`config.mk`:
```
export PLATFORM = sky130hd
export DESIGN_NAME = addr_lookup_arbiter
export DESIGN_NICKNAME = d
export VERILOG_FILES = /design/src/rtl/addr_lookup_arbiter.sv
export SDC_FILE = /design/constraint.sdc
export NUM_CORES = 1
export LEC_CHECK = 0
export ABC_AREA = 1
export BUFFER_PORTS_ARGS = -buffer_cell sky130_fd_sc_hd__buf_2
export CORE_AREA = 2 2 118 120
export CTS_CLUSTER_SIZE = 30
export DETAILED_ROUTE_END_ITERATION = 12
export DIE_AREA = 0 0 120 122
export PLACE_DENSITY = 0.72
export SKIP_CTS_REPAIR_TIMING = 1
export SYNTH_ARGS = -nofsm -noshare
export SYNTH_HDL_FRONTEND = slang
export SYNTH_SLANG_ARGS = --single-unit
```
`constraint.sdc`:
```
create_clock -name clk -period 2.1 [get_ports clk]
set_input_delay 0.315 -clock clk [delete_from_list [all_inputs] [get_ports clk]]
set_output_delay 0.315 -clock clk [all_outputs]
set_load 0.05 [all_outputs]
```
`src/rtl/addr_lookup_arbiter.sv`:
```
// Round-robin arbiter sharing one MAC table lookup port among NUM_PORTS translators.
// Tracks requester IDs through the fixed-latency table pipeline and routes results back.
module addr_lookup_arbiter #(
  parameter int NUM_PORTS  = 4,
  parameter int LOOKUP_LAT = 2,
  parameter int PORT_W     = $clog2(NUM_PORTS)
) (
  input  logic                    clk,
  input  logic                    rst_n,
  input  logic [NUM_PORTS-1:0]    req_valid_i,
  input  logic [48*NUM_PORTS-1:0] req_addr_i,
  output logic [NUM_PORTS-1:0]    req_ready_o,
  input  logic                    tbl_busy_i,
  output logic                    tbl_lookup_en_o,
  output logic [47:0]             tbl_lookup_addr_o,
  input  logic [PORT_W-1:0]       tbl_port_i,
  input  logic                    tbl_port_valid_i,
  output logic [NUM_PORTS-1:0]    resp_valid_o,
  output logic                    resp_hit_o,
  output logic [PORT_W-1:0]       resp_port_o
);

  logic [PORT_W-1:0]                 rr_ptr;
  logic                              grant_any;
  logic [PORT_W-1:0]                 grant_id;
  logic [PORT_W-1:0]                 issue_id;
  logic [LOOKUP_LAT-1:0]             pipe_valid;
  logic [LOOKUP_LAT-1:0][PORT_W-1:0] pipe_id;

  // Search upward from rr_ptr with wrap; grants are suppressed in reset so ready reads 0.
  always_comb begin
    logic [PORT_W-1:0] cand;
    req_ready_o = '0;
    grant_any   = 1'b0;
    grant_id    = '0;
    cand        = '0;
    if (rst_n && !tbl_busy_i) begin
      for (int unsigned k = 0; k < NUM_PORTS; k++) begin
        cand = PORT_W'((32'(rr_ptr) + k) % NUM_PORTS);
        if (!grant_any && req_valid_i[cand]) begin
          grant_any = 1'b1;
          grant_id  = cand;
        end
      end
      req_ready_o[grant_id] = grant_any;
    end
  end

  always_ff @(posedge clk or negedge rst_n) begin
    if (!rst_n) begin
      rr_ptr            <= '0;
      tbl_lookup_en_o   <= 1'b0;
      tbl_lookup_addr_o <= '0;
      issue_id          <= '0;
    end else begin
      tbl_lookup_en_o <= grant_any;
      if (grant_any) begin
        tbl_lookup_addr_o <= req_addr_i[48*grant_id +: 48];
        issue_id          <= grant_id;
        rr_ptr            <= (int'(grant_id) == NUM_PORTS - 1) ? '0 : grant_id + 1'b1;
      end
    end
  end

  // ID tracker: one stage per table cycle, never stalls.
  always_ff @(posedge clk or negedge rst_n) begin
    if (!rst_n) begin
      pipe_valid <= '0;
      pipe_id    <= '0;
    end else begin
      pipe_valid[0] <= tbl_lookup_en_o;
      pipe_id[0]    <= issue_id;
      for (int unsigned s = 1; s < LOOKUP_LAT; s++) begin
        pipe_valid[s] <= pipe_valid[s-1];
        pipe_id[s]    <= pipe_id[s-1];
      end
    end
  end

  always_ff @(posedge clk or negedge rst_n) begin
    if (!rst_n) begin
      resp_valid_o <= '0;
      resp_hit_o   <= 1'b0;
      resp_port_o  <= '0;
    end else begin
      resp_valid_o <= '0;
      if (pipe_valid[LOOKUP_LAT-1]) begin
        resp_valid_o[pipe_id[LOOKUP_LAT-1]] <= 1'b1;
        resp_hit_o                          <= tbl_port_valid_i;
        resp_port_o                         <= tbl_port_valid_i ? tbl_port_i : '0;
      end
    end
  end

endmodule

```
## Word-level counts from Yosys, hierarchy flattened

Cells that the tools add are included.

- Register bits after elaboration: 66
- RAM bits: 0
- ROM bits: 0
- Latch bits: 0
- Logic and storage cells: 67
- Memories kept: 0

- Bitwise logic cells: 1
- Reduce and logical (&&, ||, !) cells: 10
- $lt $le $gt $ge: 8
- Add/sub/neg operators: 4
- Shift-type cells: 1
- Div/mod/pow operators: 0
- Equal/unequal tests: 1
- Multiply operators: 1
- Mux-type cells: 31

Operators by type and width:

| cell | number |
|---|---|
| variable part select 192 x 9 -> 48 bit | 1 |
| < comparator 2 x 3 -> 1 bit, second input constant | 6 |
| 2-to-1 mux 2 bit | 8 |
| 2-to-1 mux 1 bit | 15 |
| binary-select mux 1 bit (select 2 bit) | 4 |
| 2-to-1 mux 4 bit | 2 |
| logical AND 1 bit | 6 |
| adder 2 x 1 -> 2 bit, second input constant | 2 |
| adder 2 bit, second input constant | 2 |
| bitwise AND 4 bit | 1 |
| demux 1 bit (select 2 bit) | 2 |
| greater-or-equal comparator 2 x 1 -> 1 bit, second input constant | 2 |
| zero test 1 bit | 4 |
| multiplier 2 x 2 -> 4 bit, first input constant | 1 |
| == test 2 x 1 -> 1 bit, second input constant | 1 |

## Depth between registers and ports, before layout

- Word-level depth: 22
- Gate-level depth with buffers: 18

## Worst setup path before layout

No wires, ideal clock.

- Kind: reg2out
- From: register rr_ptr[0]
- To: output port req_ready_o[0]
- Cell stages (with the launch flop): 12
- Path buffers: 2
- Setup slack: -494 ps
- Arrival: 2279 ps
- Path through: dfrtp_1 -> buf_6 -> inv_6 -> nand2_1 -> nand2_1 -> nand2_1 -> nand2_1 -> nor2_2 -> nand3_2 -> nand2_2 -> buf_2 -> nor3_1

- Cells in the longest elaborated chain, start to end: 22
- Elaborated cells between the ends (all ways): 37
- Those cells by class: 3 x add/sub; 2 x order compare; 24 x mux; 1 x bitwise; 7 x reduce/logical

Ends and longest elaborated chain:

| element | line | source |
|---|---|---|
| start: declaration | 23 | `logic [PORT_W-1:0] rr_ptr;` |
| start signal: assignment | 60 | `rr_ptr <= (int'(grant_id) == NUM_PORTS - 1) ? '0 : grant_id + 1'b1;` |
| binary-select mux 1 bit (select 2 bit) | 40 | `if (!grant_any && req_valid_i[cand]) begin` |
| 2-to-1 mux 1 bit (implied by the code) | 40 |  |
| 2-to-1 mux 1 bit | 40 |  |
| 2-to-1 mux 1 bit | 37 | `if (rst_n && !tbl_busy_i) begin` |
| zero test 1 bit | 40 |  |
| logical AND 1 bit | 40 |  |
| 2-to-1 mux 1 bit | 40 |  |
| 2-to-1 mux 1 bit | 37 |  |
| [... 6 more ...] | - |  |
| 2-to-1 mux 2 bit | 40 |  |
| 2-to-1 mux 2 bit | 37 |  |
| < comparator 2 x 3 -> 1 bit (implied by the code) or greater-or-equal comparator 2 x 1 -> 1 bit (tied branches) | 45 | `req_ready_o[grant_id] = grant_any;` |
| logical AND 1 bit (implied by the code) | 45 |  |
| 2-to-1 mux 1 bit (implied by the code) | 45 |  |
| demux 1 bit (select 2 bit) | 45 |  |
| bitwise AND 4 bit (no source line) (*) | - |  |
| 2-to-1 mux 4 bit (*) | 37 |  |
| end: declaration | 12 | `output logic [NUM_PORTS-1:0] req_ready_o,` |

Every way passes the cells marked *; elsewhere a longest branch is shown, timed or not. The select of a mux whose other input is x is not followed.

## Worst setup path in the final report

- From: register rr_ptr[0]
- To: output port req_ready_o[3]

Same word-level chain as after synthesis.

==> summary.md <==
| Metric | Value |
|---|---|
| Clk Latency, worst-skew pair | roughly 330 ps |
| Worst Path Max Fanout | 6 |
| Most common cell after layout, fill and taps aside | nand2_1 |
| Global route hottest layer | met2 |
| DRT Wirelength | between 15000 and 20000 µm |
| #FFs+latches synth | 66 |
| First-pass GRT wire length | roughly 25000 µm |
| CP Launch Type | flop |
| Outcome | finished, violations left |
| Die footprint | between 0.01 and 0.015 mm² |
| Final std cells w/o fill | ~1300 |
| Total vias in the final route | approximately 6000 |
| GRT Util Overall | between 20% and 30% |
| Pin count of the biggest net entering global routing | 56 |
| Final worst-path cycle share | 117% |
| Row Count | 43 |
| GRT met3 Usage | between 3 and 4% |
| Fin Hold WS | around 90 ps |
| Vias in the first global route | 5454 |
| Syn-to-layout area delta | 51.1% |
| Routability Congestion | 0.897 |
| Final Slew Violations | 0 |
| GRT overflow | 0 |
| Antenna violations before repair | 0 |
| Placed Cells | 1254 |
| Critical path endpoint category | primary output |
| Filler cells | approximately 1400 |
| Final TNS setup | -15470 ps |
| Failing checks | setup timing |
| Cells after synthesis | ~830 |
| Layout cell share with drive strength beyond 1 | 34.0% |
| RSZ-0062 raised after global routing | true |
| Final worst slack | -358 ps |
| Mapped Avg Cell Area | 6.00 µm² |
| Largest stage delay, worst path | between 400 and 500 ps |
| Boundary pin count | 262 |
| Clock slew at reported path FFs | ~60 ps |
| TritonCTS clock tree | built |
| H-tree levels | 3 |
| Worst-margin pin slew | 559 ps |
| PD cells | between 1000 and 1500 mW/mm² |
| Yosys Warn Count | 0 |
| FMAX | 407 MHz |
| Drt initial violations | between 300 and 400 |
| Global routing usage on met2 | between 30 and 40% |
| Register area share after synthesis | approximately a third |
| Met1 Use GR | a little over a quarter |
| Die Wd | between 100 and 150 µm |
| Nets | between 1000 and 1500 |
| Distinct cell type count after synthesis | 25 |
| WP data required | about 1800 ps |
| # diodes | 0 |
| Cell Area, Synth | approximately 0.005 mm² |
| Fin. Hold Viols | 0 |
| Slowest-stage cell, CP | dfrtp_2 |
| Most frequent cells in the layout | nand2_1 (365), buf_2 (256), inv_1 (153) |
| Worst Hold Class | input port to asynchronous set/reset pin |
| VDD IR-drop max | 0.00126 V |
| Critical path type | flop to primary output |
| WP data arrival | around 2100 ps |
| Port bufs | 261 |
| Final Setup Violations | 54 |
| Worst path cell trace | clkinv_4, buf_6, nand2_2, nand2_1, nand2_1, nand2_2, nor2_4, nand3_2, buf_4, a31oi_4, buf_6 |
| Pleak | approximately 4.7 nW |
| Residual DRC count | 0 |
| Routed len/inst | approximately 14 µm |
| Drt first pass iters | 5 |
| Vias per cell | approximately 4.7 |
| Detail Route Antenna Nets | 0 |
| Initial Util | roughly 37% |
| Clk buf depth | 2 |
| Max_cap viols | 0 |
| Final min period | between 2000 and 2500 ps |
| Die Height | between 100 and 150 µm |
| CTS Sinks | 66 |
| Util after Layout | a little under three fifths |
| CTS root buffer | clkbuf_16 |
| Num CTS Buffers | 9 |
| Dpl hpwl | 11600 µm |
| Rel. slew slack | a little over three fifths |
| Final Skew | around 5.2 ps |
| Synth Net Count | ~1000 |
| Core region area | about 0.014 mm² |
| Overall Power | between 0.01 and 0.015 W |
[per-stage QoR]
| step | setup slack (ps) | instance area, µm² |
|---|---|---|
| 5_1_grt | -410 | 7540 |
| 4_1_cts | -469 | 6900 |
| 3_5_place_dp | -119 | 6600 |
| 3_3_place_gp | -63.0 | 6600 |
| 6_report | -358 | 7540 |
| 2_1_floorplan | -154 | 5010 |
[cells by family (layout without fill, tap and decap cells)]
group                  Yosys count  after routing  synth area share, %
buffers and inverters          207            494                 17.5
flip-flops                      66             66                 33.1
AO/OA/AOI/OAI                   53             53                 7.80
AND/OR/NAND/NOR                506            506                 41.6
[critical path: cells and delay by family, from the launching register on]
family	cells	cell delay [ps]
simple gates	6	590
flops	1	450
buf+inv	4	610
compound gates	1	170
[path summary, 6_finish.rpt]
| check | endpoint | cells after the start | slack, ps | from |
|---|---|---|---|---|
| worst max-delay path | req_ready_o[3] | 11 | -360 | rr_ptr[0] |
| worst min-delay path | resp_hit_o | 2 | 90 | rst_n |
| worst max register to register | tbl_lookup_addr_o[43] | 18 | -350 | rr_ptr[0] |
| worst min register to register | pipe_id[2] | 0 | 350 | pipe_id[0] |
| max in group asynchronous | pipe_valid[1] | 3 | 1240 | rst_n |
| min in group clk | resp_port_o[0] | 3 | 210 | tbl_port_i[0] |
[power breakdown]
group	switching (W)	internal (W)
clock network	0.000591	0.000928
registers	0.000323	0.00183
logic	0.00478	0.00227
[state kept, by name, summed over array words and instances, names as in the netlist, 2 cells and up]
| name | flops |
|---|---|
| rr_ptr | 2 |
| resp_port_o | 2 |
| issue_id | 2 |
| pipe_valid | 2 |
| pipe_id | 4 |
| tbl_lookup_addr_o | 48 |
| resp_valid_o | 4 |
[routing by layer]
metal,up-vias,share of wire (%)
met3,43,5.8
met2,223,49
met1,2754,43
met4,0,3.1
met5,-,0
li1,3042,-
[cell usage after synthesis (all sizes together)]
cell	n	area [µm²]
a21boi	1	7.51
a21oi	2	10.0
a31oi	1	6.26
and2	1	6.26
buf	39	236
clkbuf	8	30.0
dfrtp	66	1650
inv	160	606
nand2	385	1460
nand3	106	541
nand4	1	6.26
nor2	8	40.0
nor3	5	25.0
o21ai	1	5.00
o21bai	48	360
[cell type report]
| type | instances | area (µm²) | area share, % |
|---|---|---|---|
| Inverter | 160 | 621 | 8.24 |
| Timing Repair Buffer | 318 | 2080 | 27.6 |
| Clock inverter | 7 | 78.8 | 1.05 |
| Clock buffer | 9 | 225 | 2.99 |
| Multi-Input combinational cell | 559 | 2650 | 35.2 |
| Tap cell | 180 | 225 | 2.99 |
| Sequential cell | 66 | 1650 | 21.9 |
Note: power is estimated with default switching activity, not from simulation.
